**config.mk**
```make
export PLATFORM = sky130hd
export DESIGN_NAME = mips_test_sequencer
export DESIGN_NICKNAME = d
export VERILOG_FILES = /design/src/rtl/mips_test_pkg.sv /design/src/rtl/mips_scan_checker.sv /design/src/rtl/mips_test_sequencer.sv
export SDC_FILE = /design/constraint.sdc
export NUM_CORES = 1
export LEC_CHECK = 0
export CAP_MARGIN = 20
export CORE_ASPECT_RATIO = 0.6
export CORE_UTILIZATION = 47
export CTS_CLUSTER_SIZE = 10
export DETAILED_ROUTE_END_ITERATION = 10
export PLACE_DENSITY = 0.9
export SLEW_MARGIN = 0
export SYNTH_ARGS = -nofsm -noshare
export SYNTH_HDL_FRONTEND = slang
export SYNTH_SLANG_ARGS = --single-unit
```
**constraint.sdc**
```tcl
create_clock -name clk -period 2.17 [get_ports clk]
set_input_delay 0.3255 -clock clk [delete_from_list [all_inputs] [get_ports clk]]
set_output_delay 0.3255 -clock clk [all_outputs]
set_load 0.005 [all_outputs]
```
**src/rtl/mips_test_pkg.sv**
```systemverilog
// Shared definitions for the CPU run-and-check sequencer: state encoding,
// default configuration and the signature rotate helper.
package mips_test_pkg;

  typedef enum logic [2:0] {
    ST_IDLE,
    ST_RST,
    ST_RUN,
    ST_SCAN,
    ST_DONE
  } state_t;

  localparam int DEF_DATA_W     = 32;
  localparam int DEF_NREGS      = 32;
  localparam int DEF_ADDR_W     = 5;
  localparam int DEF_RST_CYCLES = 2;
  localparam int DEF_RUN_CYCLES = 300;
  localparam int DEF_CNT_W      = 32;
  localparam int DEF_RD_LAT     = 0;
  localparam int DEF_HALT_EN    = 1;

  // Widest signature the rotate helper supports; callers zero-extend into it.
  localparam int SIG_MAX_W = 64;

  // Rotate the low w bits of v left by one; bits at and above w return zero.
  function automatic logic [SIG_MAX_W-1:0] rotl1(input logic [SIG_MAX_W-1:0] v,
                                                 input int w);
    logic [SIG_MAX_W-1:0] r;
    r = '0;
    for (int i = 0; i < SIG_MAX_W; i++) begin
      if (i == w - 1) r[0] = v[i];
    end
    for (int i = 1; i < SIG_MAX_W; i++) begin
      if (i < w) r[i] = v[i-1];
    end
    return r;
  endfunction

endpackage

```
**src/rtl/mips_scan_checker.sv**
```systemverilog
// Register-file scan engine: issues one debug read per cycle, tags returning
// data through a latency pipe, and accumulates errors and a signature.
module mips_scan_checker
  import mips_test_pkg::*;
#(
  parameter int DATA_W = DEF_DATA_W,
  parameter int NREGS  = DEF_NREGS,
  parameter int ADDR_W = DEF_ADDR_W,
  parameter int RD_LAT = DEF_RD_LAT
) (
  input  logic              clk,
  input  logic              reset,
  input  logic              clear,
  input  logic              start_scan,
  output logic              dbg_rd_en,
  output logic [ADDR_W-1:0] dbg_addr,
  input  logic [DATA_W-1:0] dbg_rdata,
  input  logic [DATA_W-1:0] exp_data,
  output logic              last_done,
  output logic [ADDR_W:0]   err_count,
  output logic [ADDR_W-1:0] first_err,
  output logic [DATA_W-1:0] signature
);

  logic              issuing_reg;
  logic [ADDR_W-1:0] issue_idx_reg;
  logic [ADDR_W-1:0] ret_idx_reg;
  logic [ADDR_W:0]   err_count_reg;
  logic [ADDR_W-1:0] first_err_reg;
  logic [DATA_W-1:0] signature_reg;
  logic [DATA_W-1:0] sig_rot;
  logic              ret_valid;
  logic              mismatch;

  always_ff @(posedge clk) begin
    if (reset || clear) begin
      issuing_reg   <= 1'b0;
      issue_idx_reg <= '0;
    end else if (start_scan) begin
      issuing_reg   <= 1'b1;
      issue_idx_reg <= '0;
    end else if (issuing_reg) begin
      if (issue_idx_reg == ADDR_W'(NREGS - 1)) begin
        issuing_reg   <= 1'b0;
        issue_idx_reg <= '0;
      end else begin
        issue_idx_reg <= issue_idx_reg + 1'b1;
      end
    end
  end

  assign dbg_rd_en = issuing_reg;
  assign dbg_addr  = issue_idx_reg;

  // The strobe is delayed by RD_LAT stages so it lines up with dbg_rdata.
  generate
    if (RD_LAT == 0) begin : g_comb
      assign ret_valid = issuing_reg;
    end else begin : g_pipe
      logic [RD_LAT:0] vchain;
      assign vchain[0] = issuing_reg;
      for (genvar gi = 0; gi < RD_LAT; gi++) begin : g_stage
        logic v_reg;
        always_ff @(posedge clk) begin
          if (reset || clear) v_reg <= 1'b0;
          else                v_reg <= vchain[gi];
        end
        assign vchain[gi+1] = v_reg;
      end
      assign ret_valid = vchain[RD_LAT];
    end
  endgenerate

  assign sig_rot  = DATA_W'(rotl1(SIG_MAX_W'(signature_reg), DATA_W));
  assign mismatch = (dbg_rdata != exp_data);

  always_ff @(posedge clk) begin
    if (reset || clear) begin
      ret_idx_reg   <= '0;
      err_count_reg <= '0;
      first_err_reg <= '0;
      signature_reg <= '0;
    end else if (ret_valid) begin
      signature_reg <= sig_rot ^ dbg_rdata;
      if (mismatch) begin
        // A zero count means no earlier mismatch, since the count saturates.
        if (err_count_reg == '0) first_err_reg <= ret_idx_reg;
        if (err_count_reg != '1) err_count_reg <= err_count_reg + 1'b1;
      end
      if (ret_idx_reg == ADDR_W'(NREGS - 1)) ret_idx_reg <= '0;
      else                                   ret_idx_reg <= ret_idx_reg + 1'b1;
    end
  end

  assign last_done = ret_valid && (ret_idx_reg == ADDR_W'(NREGS - 1));
  assign err_count = err_count_reg;
  assign first_err = first_err_reg;
  assign signature = signature_reg;

endmodule

```
**src/rtl/mips_test_sequencer.sv**
```systemverilog
// Run-and-check controller: resets the core, runs it for a bounded number of
// cycles or until halt, then freezes it and scans the register file.
module mips_test_sequencer
  import mips_test_pkg::*;
#(
  parameter int DATA_W     = DEF_DATA_W,
  parameter int NREGS      = DEF_NREGS,
  parameter int ADDR_W     = DEF_ADDR_W,
  parameter int RST_CYCLES = DEF_RST_CYCLES,
  parameter int RUN_CYCLES = DEF_RUN_CYCLES,
  parameter int CNT_W      = DEF_CNT_W,
  parameter int RD_LAT     = DEF_RD_LAT,
  parameter int HALT_EN    = DEF_HALT_EN
) (
  input  logic              clk,
  input  logic              reset,
  input  logic              start,
  input  logic              halt,
  output logic              cpu_reset,
  output logic              cpu_hold,
  output logic              dbg_rd_en,
  output logic [ADDR_W-1:0] dbg_addr,
  input  logic [DATA_W-1:0] dbg_rdata,
  input  logic [DATA_W-1:0] exp_data,
  output logic              busy,
  output logic              done,
  output logic              pass,
  output logic              halted,
  output logic [ADDR_W:0]   err_count,
  output logic [ADDR_W-1:0] first_err,
  output logic [DATA_W-1:0] signature,
  output logic [CNT_W-1:0]  cycle_count
);

  state_t           state_reg, state_next;
  logic [CNT_W-1:0] rst_cnt_reg, rst_cnt_next;
  logic [CNT_W-1:0] cycle_count_reg, cycle_count_next;
  logic             halted_reg, halted_next;
  logic             clear;
  logic             start_scan;
  logic             last_done;

  always_ff @(posedge clk) begin
    if (reset) begin
      state_reg       <= ST_IDLE;
      rst_cnt_reg     <= '0;
      cycle_count_reg <= '0;
      halted_reg      <= 1'b0;
    end else begin
      state_reg       <= state_next;
      rst_cnt_reg     <= rst_cnt_next;
      cycle_count_reg <= cycle_count_next;
      halted_reg      <= halted_next;
    end
  end

  always_comb begin
    state_next       = state_reg;
    rst_cnt_next     = rst_cnt_reg;
    cycle_count_next = cycle_count_reg;
    halted_next      = halted_reg;
    clear            = 1'b0;
    start_scan       = 1'b0;
    case (state_reg)
      ST_IDLE, ST_DONE: begin
        if (start) begin
          state_next       = ST_RST;
          clear            = 1'b1;
          rst_cnt_next     = '0;
          cycle_count_next = '0;
          halted_next      = 1'b0;
        end
      end
      ST_RST: begin
        if (rst_cnt_reg == CNT_W'(RST_CYCLES - 1)) begin
          state_next   = ST_RUN;
          rst_cnt_next = '0;
        end else begin
          rst_cnt_next = rst_cnt_reg + 1'b1;
        end
      end
      ST_RUN: begin
        cycle_count_next = cycle_count_reg + 1'b1;
        // Halt takes priority so a halt on the final cycle still reports halted.
        if ((HALT_EN != 0) && halt) begin
          halted_next = 1'b1;
          state_next  = ST_SCAN;
          start_scan  = 1'b1;
        end else if (cycle_count_next == CNT_W'(RUN_CYCLES)) begin
          state_next = ST_SCAN;
          start_scan = 1'b1;
        end
      end
      ST_SCAN: begin
        if (last_done) state_next = ST_DONE;
      end
      default: state_next = ST_IDLE;
    endcase
  end

  mips_scan_checker #(
    .DATA_W (DATA_W),
    .NREGS  (NREGS),
    .ADDR_W (ADDR_W),
    .RD_LAT (RD_LAT)
  ) u_checker (
    .clk        (clk),
    .reset      (reset),
    .clear      (clear),
    .start_scan (start_scan),
    .dbg_rd_en  (dbg_rd_en),
    .dbg_addr   (dbg_addr),
    .dbg_rdata  (dbg_rdata),
    .exp_data   (exp_data),
    .last_done  (last_done),
    .err_count  (err_count),
    .first_err  (first_err),
    .signature  (signature)
  );

  assign cpu_reset   = (state_reg == ST_RST);
  assign cpu_hold    = !((state_reg == ST_RST) || (state_reg == ST_RUN));
  assign busy        = (state_reg == ST_RST) || (state_reg == ST_RUN) ||
                       (state_reg == ST_SCAN);
  assign done        = (state_reg == ST_DONE);
  assign pass        = done && (err_count == '0);
  assign halted      = halted_reg;
  assign cycle_count = cycle_count_reg;

endmodule

```
==> summary.txt <==
Run
  – Max-cap check violation count: 0

GRT
  – Largest net degree at the start of global routing: 62
  – Tot GR Track Use: 31.1%
  – Vias in the first global route: 7502
  – Antenna violations before repair: 0
  – Total grt overflow: 0
  – Global-route wire length before repair: 38900 um

Cells and area
  – Post-route cell area: 10500 um^2
  – Area Overhead vs Synth: 46.1%
  – Fillers: 995
  – Area of the multi-input gates: 4570 um^2
  – Register area: 2450 um^2
  – Fin util: 71.3%
  – Diode count: 0
  – Layout cell share with drive strength beyond 1: 19.6%
  – Final layout net count: 1210
  – Non-filler cells, final: 1342

Place
  – Detailed placement HPWL: 16600 um
  – Place WS: -420 ps
  – RePlAce Congestion: 0.932
  – I/O Buffers: 154
  – # placed instances: 1305
  – Placed cell area: 9660 um^2

Logic synthesis
  – Syn_nets: 969
  – Count leader, synth: nor2_1
  – Post-synth EDFFs: 0
  – Syn_area_per_cell: 8.06 um^2
  – Synth top area share: 34.0%
  – Yosys cell types: 70
  – Leading area contributor after synthesis: dfxtp_1
  – Post-synth top cells: nor2_1 (127), dfxtp_1 (122), xnor2_1 (81), nand2_1 (66), a21oi_1 (55)
  – Cells after Synth: 891
  – Seq cells post-synth: 122
  – Area contributors post-synth: dfxtp_1 (34%), xnor2_1 (9.9%), nor2_1 (6.6%)
  – Seq/Total Area, Yosys: 34.0%
  – Synth warnings: 0
  – Mapped Area: 7180 um^2
  – FFs w/ async S/R, synth: 0%
  – Main synth FF type: dfxtp_1

Critical path
  – R2r worst-path depth: 8
  – Worst path cell trace: buf_6 > and4_4 > and4_4 > mux2i_1 > o2111ai_1 > or4_4 > nor3_4 > o21ai_1
  – Crit Path Class: reg -> reg
  – WP data required: 2470 ps
  – Max stage delay on crit path: 490 ps
  – Critical-path maximum fanout: 4
  – Arrival time worst endpoint: 2660 ps
  – Worst path top cell family by delay: simple AND/OR/NAND/NOR gates
  – Most used cell, CP: and4_4
  – Crit path capture type: flip-flop
  – CP Launch Type: flip-flop
  – Crit path buffers/inverters: 1
  – CP max-delay cell: or4_4
  – WP depth: 8

Timing
  – Final period util: 109%
  – Final Worst Setup Slack: -188 ps
  – Crit path time final: 2360 ps
  – Endpoints failing setup: 9
  – Skew final: 7.06 ps
  – RSZ-0062 raised after global routing: yes
  – Worst rel slew slack: 69.4%
  – Hold_ws: 396 ps
  – Total Neg Setup Slack: -946 ps
  – Fmax: 424 MHz
  – Slew @ Worst Pin: 455 ps
  – Slew Viols, Final: 0
  – Fin. Hold Viols: 0

Route
  – Remaining antenna violation count after routing: 0
  – Final WL: 25200 um
  – Remaining DRCs: 0
  – Initial DRC Count: 1008
  – Wire length per cell: 18.8 um
  – Via count: 8163
  – First-pass DRT Iterations: 5
  – DR vias/cell: 6.08

Status
  – Status: finished, violations left
  – Violated checks: setup timing

Clocking
  – Clk buf depth: 2
  – Hold Buf Count CTS: 0
  – CTS H-tree depth: 4
  – CTS tree: built
  – CTS root buf: clkbuf_16
  – Inserted Clock Buffers: 17
  – Clock slew at reported path FFs: 60 ps
  – Clk sinks: 122
  – Worst skew pair latency: 430 ps

Die
  – Rows: 34
  – Die W: 162 um
  – Starting Density: 48.8%
  – Boundary Pins: 155
  – Die area: 15800 um^2
  – Core box area: 14700 um^2
  – Die extent in y: 97.7 um

Pwr
  – Maximum vdd drop: 0.000349 V
  – Switch share: 29.3%
  – Clk pwr share: 43.7%
  – Overall Power: 6.46 mW
  – P_leak: 3.67 nW
  – P_sw: 1.90 mW
  – Reg power frac: 36.3%
  – Cell-internal power: 4.56 mW
  – Gate power share: 19.9%
  – Pwr dens: 616 nW/um^2

Worst hold path
  – Hold path cells: 4
  – Worst hold path class: in -> reg
-- final timing paths --
path                                               to                        start  slack [ps]
setup / recovery   u_checker.dbg_addr[1]$_SDFFE_PP0P_  cycle_count[1]$_SDFFE_PP0P_        -190
hold / removal    u_checker.err_count[4]$_SDFFE_PP0P_                        reset         400
setup reg to reg   u_checker.dbg_addr[1]$_SDFFE_PP0P_  cycle_count[1]$_SDFFE_PP0P_        -190
hold reg to reg                   halted$_SDFFE_PP0P_          halted$_SDFFE_PP0P_         460
-- power by group through the flow --
stage | registers, mW | clock network (mW) | logic, mW
2_1_floorplan | 2.38 | 0 | 0.650
3_3_place_gp | 2.38 | 0 | 1.17
3_5_place_dp | 2.39 | 0 | 1.20
4_1_cts | 2.34 | 2.82 | 1.23
5_1_grt | 2.35 | 2.95 | 1.38
6_report | 2.35 | 2.83 | 1.29
-- kinds of logic (layout without fill, tap and decap cells) --
family,Yosys count,count (layout),share of synthesized area (%)
XOR/XNOR,90,90,11.0
flip-flops,122,122,34.0
buffers and inverters,73,326,5.40
AND/OR/NAND/NOR,373,373,26.5
multiplexers,14,14,2.02
adder cells (fa/ha/maj),10,10,1.74
AO/OA/AOI/OAI,209,209,19.3
-- routing by layer --
metal / GRT usage [%] / share of wire [%]
met4: 12.3 / 3.0
met5: 0 / 0
met3: 7.01 / 9.6
met2: 48.4 / 45
met1: 41.9 / 42
-- cell usage in the layout, fill, tap and decap left out, types with 6 or more instances in the layout --
master / instances
nand4_1: 28
nand3_1: 21
a211oi_1: 40
ha_1: 9
dfxtp_1: 116
nand2_1: 65
nor2_1: 124
nor3_1: 30
clkbuf_16: 17
a21o_1: 6
a311oi_1: 17
o21ai_0: 42
nand2b_1: 9
buf_4: 125
inv_1: 8
and3_1: 10
a31oi_1: 10
a22oi_1: 7
and2_1: 9
clkdlybuf4s50_1: 152
mux2i_1: 11
and4_1: 9
xor2_1: 8
a21oi_1: 54
nor4_1: 14
xnor2_1: 79
-- worst reg2reg max path, cell delays in order (launching register included) --
cell       delay, ps
dfxtp_4          370
buf_6            100
and4_4           260
and4_4           240
mux2i_1          180
o2111ai_1        140
or4_4            490
nor3_4           300
o21ai_1          150
-- layout make-up --
type | instances | area share, %
Clock buffer | 18 | 4.09
Clock inverter | 13 | 1.41
Inverter | 8 | 0.286
Multi-Input combinational cell | 696 | 43.6
Sequential cell | 122 | 23.4
Tap cell | 198 | 2.36
Timing Repair Buffer | 287 | 24.9
-- repair_timing --
item / CTS / global route
pin swaps: 9 / 6
gates resized for setup: 25 / 24
endpoints found under the setup margin: 14 / 41
buffers inserted: 3 / 3
No activity file was read; power rests on OpenSTA's default activity.
